--- config.mk ---
export PLATFORM = sky130hd
export DESIGN_NAME = tile_scheduler
export DESIGN_NICKNAME = d
export VERILOG_FILES = /design/src/rtl/cfu_pkg.sv /design/src/rtl/tile_scheduler.sv
export SDC_FILE = /design/constraint.sdc
export NUM_CORES = 1
export LEC_CHECK = 0
export CORE_MARGIN = 2
export CORE_UTILIZATION = 52
export CTS_CLUSTER_DIAMETER = 150
export CTS_CLUSTER_SIZE = 24
export DETAILED_ROUTE_END_ITERATION = 8
export HOLD_SLACK_MARGIN = 0.06
export PLACE_DENSITY = 0.85
export RECOVER_POWER = 100
export SETUP_SLACK_MARGIN = 0.02
export SKIP_CTS_REPAIR_TIMING = 1
export SLEW_MARGIN = 20
export SYNTH_ARGS = -nofsm -noshare
export SYNTH_HDL_FRONTEND = slang
export SYNTH_SLANG_ARGS = --single-unit
--- constraint.sdc ---
create_clock -name clk -period 6.53 [get_ports clk]
set_input_delay 1.6325 -clock clk [delete_from_list [all_inputs] [get_ports clk]]
set_output_delay 1.6325 -clock clk [all_outputs]
set_load 0.05 [all_outputs]
--- src/rtl/cfu_pkg.sv ---
// Shared CFU definitions: datapath widths, tile scheduler state encoding and
// the CFU command function codes.
package cfu_pkg;

    localparam int unsigned K_W = 11;
    localparam int unsigned M_W = 12;
    localparam int unsigned N_W = 9;
    localparam int unsigned A_W = 15;
    localparam int unsigned B_W = 14;
    localparam int unsigned C_W = 13;

    typedef enum logic [2:0] {
        IDLE       = 3'd0,
        ISSUE      = 3'd1,
        WAIT_START = 3'd2,
        WAIT_BUSY  = 3'd3,
        ADVANCE    = 3'd4,
        DONE       = 3'd5
    } sched_state_t;

    localparam logic [6:0] FUNC_RESET     = 7'd0;
    localparam logic [6:0] FUNC_SET_KMN   = 7'd1;
    localparam logic [6:0] FUNC_SET_OFS   = 7'd2;
    localparam logic [6:0] FUNC_START     = 7'd3;
    localparam logic [6:0] FUNC_STATUS    = 7'd4;
    localparam logic [6:0] FUNC_ABORT     = 7'd5;
    localparam logic [6:0] FUNC_WRITE_BUF = 7'd6;
    localparam logic [6:0] FUNC_READ_BUF  = 7'd7;

endpackage

--- src/rtl/tile_scheduler.sv ---
// Splits a K x M x N matrix multiply into TILE_M x TILE_N tiles (m outer,
// n inner), issuing one TPU start per tile and publishing A/B/C base offsets.
module tile_scheduler
    import cfu_pkg::*;
#(
    parameter int unsigned TILE_M = 128,
    parameter int unsigned TILE_N = 128
) (
    input  logic        clk,
    input  logic        rst_n,
    input  logic        job_valid,
    output logic        job_ready,
    input  logic [10:0] job_K,
    input  logic [11:0] job_M,
    input  logic [8:0]  job_N,
    input  logic [31:0] job_offset,
    input  logic        abort,
    output logic        tpu_in_valid,
    output logic [10:0] tpu_K,
    output logic [11:0] tpu_M,
    output logic [8:0]  tpu_N,
    output logic [31:0] tpu_offset,
    input  logic        tpu_busy,
    output logic [14:0] a_base,
    output logic [13:0] b_base,
    output logic [12:0] c_base,
    output logic        done_valid,
    input  logic        done_ready,
    output logic        done_aborted,
    output logic [15:0] tiles_done
);

    localparam logic [M_W-1:0] TM = M_W'(TILE_M);
    localparam logic [N_W-1:0] TN = N_W'(TILE_N);

    sched_state_t state, state_next;

    // Remaining rows/cols from the current tile onward stand in for mi/ni,
    // so tile sizes come from a subtract-and-compare instead of a multiply.
    logic [M_W-1:0] m_rem, m_rem_after, tm_after;
    logic [N_W-1:0] n_rem, n_rem_after, tn_after, n_total, tn_first;
    logic [A_W-1:0] sa;
    logic [B_W-1:0] sb;
    logic [7:0]     tn_words;
    logic [C_W-1:0] c_inc;
    logic           last_m, last_n, last_tile, job_empty, accept;

    assign m_rem_after = m_rem - TM;
    assign tm_after    = (m_rem_after < TM) ? m_rem_after : TM;
    assign n_rem_after = n_rem - TN;
    assign tn_after    = (n_rem_after < TN) ? n_rem_after : TN;
    assign tn_first    = (n_total < TN) ? n_total : TN;
    assign last_m      = (m_rem <= TM);
    assign last_n      = (n_rem <= TN);
    assign last_tile   = last_m && last_n;
    assign tn_words    = 8'((10'(tpu_N) + 10'd3) >> 2);
    assign c_inc       = C_W'(20'(tpu_M) * 20'(tn_words));
    assign job_empty   = (job_K == '0) || (job_M == '0) || (job_N == '0);
    assign accept      = job_valid && job_ready;

    always_ff @(posedge clk or negedge rst_n) begin
        if (!rst_n) state <= IDLE;
        else        state <= state_next;
    end

    always_comb begin
        state_next   = state;
        job_ready    = 1'b0;
        tpu_in_valid = 1'b0;
        done_valid   = 1'b0;
        case (state)
            IDLE: begin
                job_ready = 1'b1;
                if (job_valid) state_next = job_empty ? DONE : ISSUE;
            end
            ISSUE: begin
                tpu_in_valid = 1'b1;
                state_next   = WAIT_START;
            end
            WAIT_START: state_next = WAIT_BUSY;
            WAIT_BUSY:  if (!tpu_busy) state_next = ADVANCE;
            ADVANCE:    state_next = (last_tile || abort) ? DONE : ISSUE;
            DONE: begin
                done_valid = 1'b1;
                if (done_ready) state_next = IDLE;
            end
            default: state_next = IDLE;
        endcase
    end

    always_ff @(posedge clk or negedge rst_n) begin
        if (!rst_n) begin
            tpu_K        <= '0;
            tpu_M        <= '0;
            tpu_N        <= '0;
            tpu_offset   <= '0;
            a_base       <= '0;
            b_base       <= '0;
            c_base       <= '0;
            tiles_done   <= '0;
            done_aborted <= 1'b0;
            m_rem        <= '0;
            n_rem        <= '0;
            n_total      <= '0;
            sa           <= '0;
            sb           <= '0;
        end else if (accept) begin
            tpu_K        <= job_K;
            tpu_M        <= (job_M < TM) ? job_M : TM;
            tpu_N        <= (job_N < TN) ? job_N : TN;
            tpu_offset   <= job_offset;
            a_base       <= '0;
            b_base       <= '0;
            c_base       <= '0;
            tiles_done   <= '0;
            done_aborted <= 1'b0;
            m_rem        <= job_M;
            n_rem        <= job_N;
            n_total      <= job_N;
            sa           <= A_W'(32'(job_K) * 32'(TILE_M / 4));
            sb           <= B_W'(32'(job_K) * 32'(TILE_N / 4));
        end else if (state == ADVANCE) begin
            tiles_done <= tiles_done + 16'd1;
            c_base     <= c_base + c_inc;
            if (!last_n) begin
                n_rem  <= n_rem_after;
                tpu_N  <= tn_after;
                b_base <= b_base + sb;
            end else begin
                n_rem  <= n_total;
                tpu_N  <= tn_first;
                b_base <= '0;
                m_rem  <= m_rem_after;
                tpu_M  <= tm_after;
                a_base <= a_base + sa;
            end
            if (last_tile || abort) done_aborted <= abort && !last_tile;
        end
    end

endmodule

# ---- After elaboration in Yosys (flattened, before gate mapping)
# Cells that the tools add are included.
dict set report totals {
  ff_bits 175
  in_bits 70
  output_inout_bits 126
  word_cells 94
}
dict set report op_classes {
  n_addsub 7
  mul 1
  order_cmp 7
  n_eq_ne 8
  muxes 39
  reduce_logical 17
}
# operator n
set ops {}
lappend ops {{$mux 12} 8}
lappend ops {{$mux 9} 9}
lappend ops {{$mux 15} 3}
lappend ops {{$mux 14} 3}
lappend ops {{$mux 16} 2}
lappend ops {{$lt 9x8->1 const B} 3}
lappend ops {{$mux 13} 2}
lappend ops {{$lt 12x8->1 const B} 2}
lappend ops {{$pmux 3 s6} 1}
lappend ops {{$add 16x1->16 const B} 1}
lappend ops {{$add 15x15->15} 1}
lappend ops {{$mux 3} 5}
lappend ops {{$add 14x14->14} 1}
lappend ops {{$add 13x13->13} 1}
lappend ops {{$mul 12x8->13} 1}
lappend ops {{$le 12x8->1 const B} 1}
lappend ops {{$logic_not 12->1} 1}
lappend ops {{$sub 12x8->12 const B} 1}
lappend ops {{$logic_not 11->1} 1}
lappend ops {{$add 9x2->10 const B} 1}
lappend ops {{$le 9x8->1 const B} 1}
lappend ops {{$logic_not 9->1} 1}
lappend ops {{$sub 9x8->9 const B} 1}
lappend ops {{$eq 3x2->1 const B} 2}
lappend ops {{11 further kinds} 26}

# ---- Depth between registers and ports, before layout
# Gate-level depths: netlist of run 1.
dict set report depth {
  depth_word 7
  mapped_depth 22
  mapped_depth_nobuf 21
}

# ---- Worst setup path after synthesis of run 1
# Ideal clock, no wire load.
dict set report synth_timing {
  kind {register to register}
  startpoint {reg tpu_N[4]}
  endpoint {reg c_base[12]}
  setup_ns 0.131
  arrival_ns 5.160
  required_time_ns 6.399
  setup_slack_ns 1.239
  stages_incl_launch_ff 20
  n_path_buf 1
  period_less_slack_ns 5.291
  cell_sequence {dfrtp_1 > buf_2 > nand3_1 > nor2_2 > nand2_1 > xor2_1 > nand2b_1 > fa_1 > fa_1 > inv_1 > fa_1 > inv_1 > fa_1 > inv_1 > ha_1 > or4_1 > a31oi_1 > o21ai_0 > xnor2_1 > o21ai_1}
}
dict set report synth_between {
  elab_chain_len 5
}
# element line
set synth_rtl {}
lappend synth_rtl {{start, declared} tile_scheduler.sv:21} ;# output logic [8:0] tpu_N,
lappend synth_rtl {{start signal, assigned} tile_scheduler.sv:110} ;# tpu_N <= (job_N < TN) ? job_N : TN;
lappend synth_rtl {{start signal, assigned} tile_scheduler.sv:127} ;# tpu_N <= tn_after;
lappend synth_rtl {{start signal, assigned} tile_scheduler.sv:131} ;# tpu_N <= tn_first;
lappend synth_rtl {{$add 9x2->10} tile_scheduler.sv:56} ;# assign tn_words = 8'((10'(tpu_N) + 10'd3) >> 2);
lappend synth_rtl {{$mul 12x8->13} tile_scheduler.sv:57} ;# assign c_inc = C_W'(20'(tpu_M) * 20'(tn_words));
lappend synth_rtl {{$add 13x13->13} tile_scheduler.sv:124} ;# c_base <= c_base + c_inc;
lappend synth_rtl {{$mux 13} tile_scheduler.sv:122} ;# end else if (state == ADVANCE) begin
lappend synth_rtl {{$mux 13} tile_scheduler.sv:107} ;# end else if (accept) begin
lappend synth_rtl {{end signal, assigned} tile_scheduler.sv:124}
lappend synth_rtl {{end, declared} tile_scheduler.sv:26} ;# output logic [12:0] c_base,
# No other way between the ends. The select of a mux whose other input is x is not followed.
# A chain may end at the register's enable or synchronous reset.

# ---- Worst setup path in the final report of run 1
dict set report layout_timing {
  startpoint {in job_valid}
  endpoint {reg tpu_offset[31]}
}
dict set report layout_between {
  elab_chain_len 1
}
# element line
set layout_rtl {}
lappend layout_rtl {{start, declared} tile_scheduler.sv:11} ;# input logic job_valid,
lappend layout_rtl {{$logic_and 1x1->1} tile_scheduler.sv:59} ;# assign accept = job_valid && job_ready;
lappend layout_rtl {{end signal, assigned} tile_scheduler.sv:111} ;# tpu_offset <= job_offset;
lappend layout_rtl {{end, declared} tile_scheduler.sv:22} ;# output logic [31:0] tpu_offset,
# No other way between the ends.

==> out/results.ini, run 1 <==
[global_route]
antenna_found_initial = 2
grt_max_degree = 94
first_global_vias = 8116
overflow = 0
grt_pass1_wl_mm = 41.22
grt_usage_pct = 26.54

[yosys]
yosysWarningCount = 0
syn_inst = 1044
synthTopCellsByArea = dfrtp_1, fa_1, nand2_1
synth_ff_type = dfrtp_1
yosysTopAreaCellShare_pct = 38.91
syn_area_um2 = 9389
synth_edf_count = 0
synth_seq_cells = 146
synthDistinctLibCells = 56
synthArstFlopShare_pct = 100.0
seq_area_frac_synth_pct = 38.91
synth.most_common_cell = nand2_1
ys_top_cells_by_count = nand2_1, dfrtp_1, inv_1, fa_1, o21ai_0
syn_area_per_cell_um2 = 8.993
yosysTopAreaCell = dfrtp_1

[floorplanning]
design.die.area_um2 = 19150
std_cell_rows = 49
die_height_um = 138.4
fp.dieW_um = 138.4
start_util_pct = 52.63
core_um2 = 17840
io_pins = 196

[sta]
slew_headroom_pct = -179.6
period_share_pct = 84.17
period_needed_ps = 5496
slew_viol_final = 284
holdWs_ps = 466.2
rsz0062_at_grt = false
tightest_slew_ps = 4194
fmax_ghz = 0.1819
setup_ws_ps = 1034
tns_ps = 0
fin_skew_ps = 6.535
setup_violations = 0
final-hold-violation-count = 0

[layout]
multi_input_area_um2 = 5149
syn2layout_area_growth_pct = 27.76
fillers = 1351
nets = 1383
final_layout_size_suffix_gt1_share_pct = 3.504
seq_area_um2 = 3654

[routing]
drt_first_iter_violations = 573
vias_per_cell = 5.511
drc = 0
final_antenna_net_count = 0
postRouteWirelength_mm = 24.64
routedWlPerCell_um = 16.90
vias = 8035
drtPass1Iterations = 5

[setup_path]
crit-reg2reg-launch = tpu_N[0]$_DFFE_PN0P_
cp-start-kind = primary input
cp.required_ps = 6890
reg2reg_slack_ps = 1100
r2r_cells = 19
r2r-end = c_base[12]$_DFFE_PN0P_
endpoint_kind = flip-flop
crit_arrival_ps = 5850
crit_fanout = 48
worstSetupPathType = in2reg

[clocking]
htreeDepth = 4
clkLatencyLatePin_ps = 430
root_buffer = clkbuf_16
cts_tree = built
clkSlewWorstSetupHoldPaths_ps = 70
clockBufferDepth = 2
cts.sinks = 146
cts_buffers = 17

[hold_path]
hold_path.class = reg2reg
hold_end = tpu_offset[9]$_DFFE_PN0P_
min_path_cells = 2
hp-start = tpu_offset[9]$_DFFE_PN0P_

[status]
failed_checks = capacitance limit, slew limit
status = complete, but fails checks

[placement]
dpl_worst_slack_ps = 1134
io_buffer_count = 185
gp_congestion = 0.9035
dp_hpwl_mm = 17.75

[flow_run]
drv_cap = 5

==> sequential cells by signal (all words and copies together) (netlist names) <==
name          flops
m_rem            12
c_base           13
n_rem             9
n_total           9
tiles_done       16
tpu_K            11
done_aborted      1
b_base            9
tpu_N             9
a_base           10
state             3
tpu_offset       32
tpu_M            12
==> layout make-up <==
| type | instances | share of cell area, % |
|---|---|---|
| Tap cell | 229 | 2.389 |
| Clock buffer | 17 | 3.546 |
| Clock inverter | 15 | 1.648 |
| Multi-Input combinational cell | 754 | 42.92 |
| Timing Repair Buffer | 192 | 15.77 |
| Inverter | 103 | 3.223 |
| Sequential cell | 146 | 30.46 |
| Antenna cell | 2 | 0.04172 |
==> routing by layer <==
layer | global-route usage (%) | up-vias | part of all wire, %
li1 | - | 3753 | -
met1 | 34.25 | 3922 | 42
met2 | 44.14 | 308 | 49
met3 | 6.893 | 52 | 7.3
met4 | 8.432 | 0 | 2.2
met5 | 0 | - | 0
==> logic make-up (layout without fill, tap and decap cells) <==
group                    count (synthesis)  after routing  synth area share (%)
flip-flops                             146            146                 38.91
other                                    1             12               0.03994
buffers and inverters                  153            327                 6.610
AO/OA/AOI/OAI                          163            163                 11.14
XOR/XNOR                                44             44                 4.251
AND/OR/NAND/NOR                        425            425                 20.07
adder cells (fa/ha/maj)                100            100                 17.70
multiplexers                            12             12                 1.279
==> placed cells by master (no fill, tap or decap), types with 32 or more instances in the layout <==
cell type	Yosys	layout
a21oi_1	36	36
clkdlybuf4s50_1	0	65
dfrtp_1	146	146
dlygate4sd3_1	0	119
fa_1	55	55
ha_1	44	44
inv_1	103	103
nand2_1	268	268
nor2_1	32	32
o21ai_0	50	51
==> per-stage QoR <==
step	std cells	util, %	instance area, um^2
4_1_cts	1456	67.33	12010
6_report	1458	67.23	12000
3_5_place_dp	1424	63.84	11390
5_1_grt	1456	67.21	11990
3_3_place_gp	1424	63.84	11390
2_1_floorplan	1053	-	9423
==> critical path: stages <==
cell           delay, ps
dlygate4sd3_1        600
and2_0              1640
clkbuf_1            1620
nand2_1              180
nand2_1              140
==> worst max path at each step <==
stage                                     from                         end  cells past startpoint
after floorplan           tpu_N[4]$_DFFE_PN0P_      c_base[12]$_DFFE_PN0P_                     19
after global placement    tpu_N[1]$_DFFE_PN0P_      c_base[12]$_DFFE_PN0P_                     18
after detailed placement  tpu_N[3]$_DFFE_PN0P_      c_base[12]$_DFFE_PN0P_                     18
after CTS                 tpu_N[1]$_DFFE_PN0P_      c_base[12]$_DFFE_PN0P_                     19
after global routing                     rst_n       c_base[7]$_DFFE_PN0P_                      1
final                                job_valid  tpu_offset[31]$_DFFE_PN0P_                      5
Power of run 1 is left out: the tool's default activity adds up to more than one toggle a clock period on the data nets, which glitch-free logic cannot reach.
==> inputs of run 2 (changes only) <==
--- a/config.mk
+++ b/config.mk
@@ -6,12 +6,12 @@
 export NUM_CORES = 1
 export LEC_CHECK = 0
 export CORE_MARGIN = 2
-export CORE_UTILIZATION = 52
+export CORE_UTILIZATION = 47
 export CTS_CLUSTER_DIAMETER = 150
 export CTS_CLUSTER_SIZE = 24
 export DETAILED_ROUTE_END_ITERATION = 8
 export HOLD_SLACK_MARGIN = 0.06
-export PLACE_DENSITY = 0.85
+export PLACE_DENSITY = 0.81
 export RECOVER_POWER = 100
 export SETUP_SLACK_MARGIN = 0.02
 export SKIP_CTS_REPAIR_TIMING = 1
==> constraint.sdc (replaced) <==
create_clock -name clk -period 4.8 [get_ports clk]
set_input_delay 1.2 -clock clk [delete_from_list [all_inputs] [get_ports clk]]
set_output_delay 1.2 -clock clk [all_outputs]
set_load 0.05 [all_outputs]
==> run 2 against run 1 <==
The run still ends with capacitance limit, slew limit left. Global-route usage fell by 1.7 points. Cell count rose by 4.4%. Register-to-register slack got worse by 1100 ps. Worst setup slack got worse by 1000 ps. Via count rose by 1.0%. Count of clock-buffer cells in the layout did not move.
==> out/results.ini, run 2 (synthesis gave the netlist of run 1 again) <==
[routing]
drc = 0
drt_first_iter_violations = 470
vias = 8118
final_antenna_net_count = 0
vias_per_cell = 5.334
drtPass1Iterations = 5
postRouteWirelength_mm = 25.57
routedWlPerCell_um = 16.80

[setup_path]
crit_arrival_ps = 5100
cp-start-kind = flip-flop
crit_fanout = 8
path_cells = o211a_4, and3_4, xor2_4, and2_4, fa_1, inv_2, fa_1, inv_1, fa_1, inv_1, fa_1, inv_1, ha_2, or4_4, a31oi_4, buf_4, xor2_1, o21ai_0
endpoint_kind = flip-flop
cp.required_ps = 5100
worstSetupPathType = reg2reg
slowest_delay_ps = 530
worst_path_most_repeated_cell = fa_1
crit_slowest_cell = or4_4

[sta]
rsz0062_at_grt = true
setup_violations = 0
fmax_ghz = 0.2084
slew_viol_final = 239
tightest_slew_ps = 2489
fin_skew_ps = 12.22
period_needed_ps = 4797
slew_headroom_pct = -65.92
final-hold-violation-count = 0
holdWs_ps = 469.4
period_share_pct = 99.95

[layout]
final_cell_mix = nand2_1, dfrtp_1, dlygate4sd3_1
largest-register = tpu_offset
layoutNonFillerInstCount = 1522
syn2layout_area_growth_pct = 32.68
final_layout_size_suffix_gt1_share_pct = 9.467
diodes = 0
fillers = 1577
nets = 1413
layout_commonest_cell = nand2_1
largest_reg_flops = 32
top_regs = tpu_offset (32), tiles_done (16), c_base (13)

[clocking]
cts.sinks = 146
root_buffer = clkbuf_16
clkLatencyLatePin_ps = 430
cts_tree = built
cts_buffers = 17
htreeDepth = 4
clockBufferDepth = 2
clkSlewWorstSetupHoldPaths_ps = 70

[global_route]
overflow = 0
grt_usage_pct = 24.80
grt_pass1_wl_mm = 42.37
first_global_vias = 8413
antenna_found_initial = 0
grt_max_degree = 100

[floorplanning]
start_util_pct = 48.08
core_um2 = 19530
design.die.area_um2 = 21120
die_height_um = 145.3
io_pins = 196
std_cell_rows = 51
fp.dieW_um = 145.3

[placement]
dp_cells = 1482
gp_congestion = 0.8881
io_buffer_count = 185
dp_hpwl_mm = 18.95

[status]
failed_checks = capacitance limit, slew limit
status = complete, but fails checks

[hold_path]
hold_path.class = reg2reg

[flow_run]
drv_cap = 3

## run 2: cell count changes in the layout (fill, tap and decap cells not counted), moves of 5 or more
cell	before	now
buf_4	4	31
dfrtp_1	146	139
dfrtp_2	0	7
fa_1	55	50
fa_2	0	5
xnor2_1	29	23
## run 2: per-layer routing
| layer | global-route usage (%) | share of wire (%) | vias to the layer above |
|---|---|---|---|
| li1 | - | - | 3802 |
| met1 | 30.41 | 40 | 3997 |
| met2 | 42.46 | 50 | 275 |
| met3 | 7.649 | 7.6 | 44 |
| met4 | 7.157 | 2.1 | 0 |
| met5 | 0 | 0 | - |
## run 2: stage by stage
stage                     setup slack [ps]  utilization, %  TNS (ps)  cell area, um^2
after CTS                           -161.1           62.91    -381.6            12280
after detailed placement            -147.4           60.00    -347.9            11720
after floorplan                      23.85               -         0             9549
after global placement              -88.30           60.00    -97.79            11720
final                                2.572           63.80         0            12460
after global routing                -172.5           63.80    -420.2            12460
## run 2: worst max-delay path: cells and delay by family (launching register included)
kind,cells,cell delay [ps]
adder cells (fa/ha/maj),5,2110
AND/OR/NAND/NOR,3,920
AO/OA/AOI/OAI,3,560
flip-flops,1,470
buffers and inverters,5,320
XOR/XNOR,2,310
## run 2: area by class of cell
class,count,area [um^2],share of cell area (%)
clock buffers,17,425.4,3.415
clock inverters,15,142.6,1.145
inverters,103,386.6,3.104
multi-input cells,754,5404,43.38
flip-flops and latches,146,3662,29.40
well taps,265,331.6,2.662
repair buffers,222,2105,16.89
## run 2: worst paths after layout
check                                             endpoint  cells past startpoint  slack, ps                       start
worst min register to register  tpu_offset[23]$_DFFE_PN0P_                      2        470  tpu_offset[23]$_DFFE_PN0P_
worst min-delay path            tpu_offset[23]$_DFFE_PN0P_                      2        470  tpu_offset[23]$_DFFE_PN0P_
worst max register to register      c_base[10]$_DFFE_PN0P_                     18          3        tpu_N[1]$_DFFE_PN0P_
max in group asynchronous        tiles_done[6]$_DFFE_PN0P_                      2        970                       rst_n
min in group asynchronous        tpu_offset[1]$_DFFE_PN0P_                      1       1510                       rst_n
worst max-delay path                c_base[10]$_DFFE_PN0P_                     18          3        tpu_N[1]$_DFFE_PN0P_
Power of run 2 is left out for the same reason.
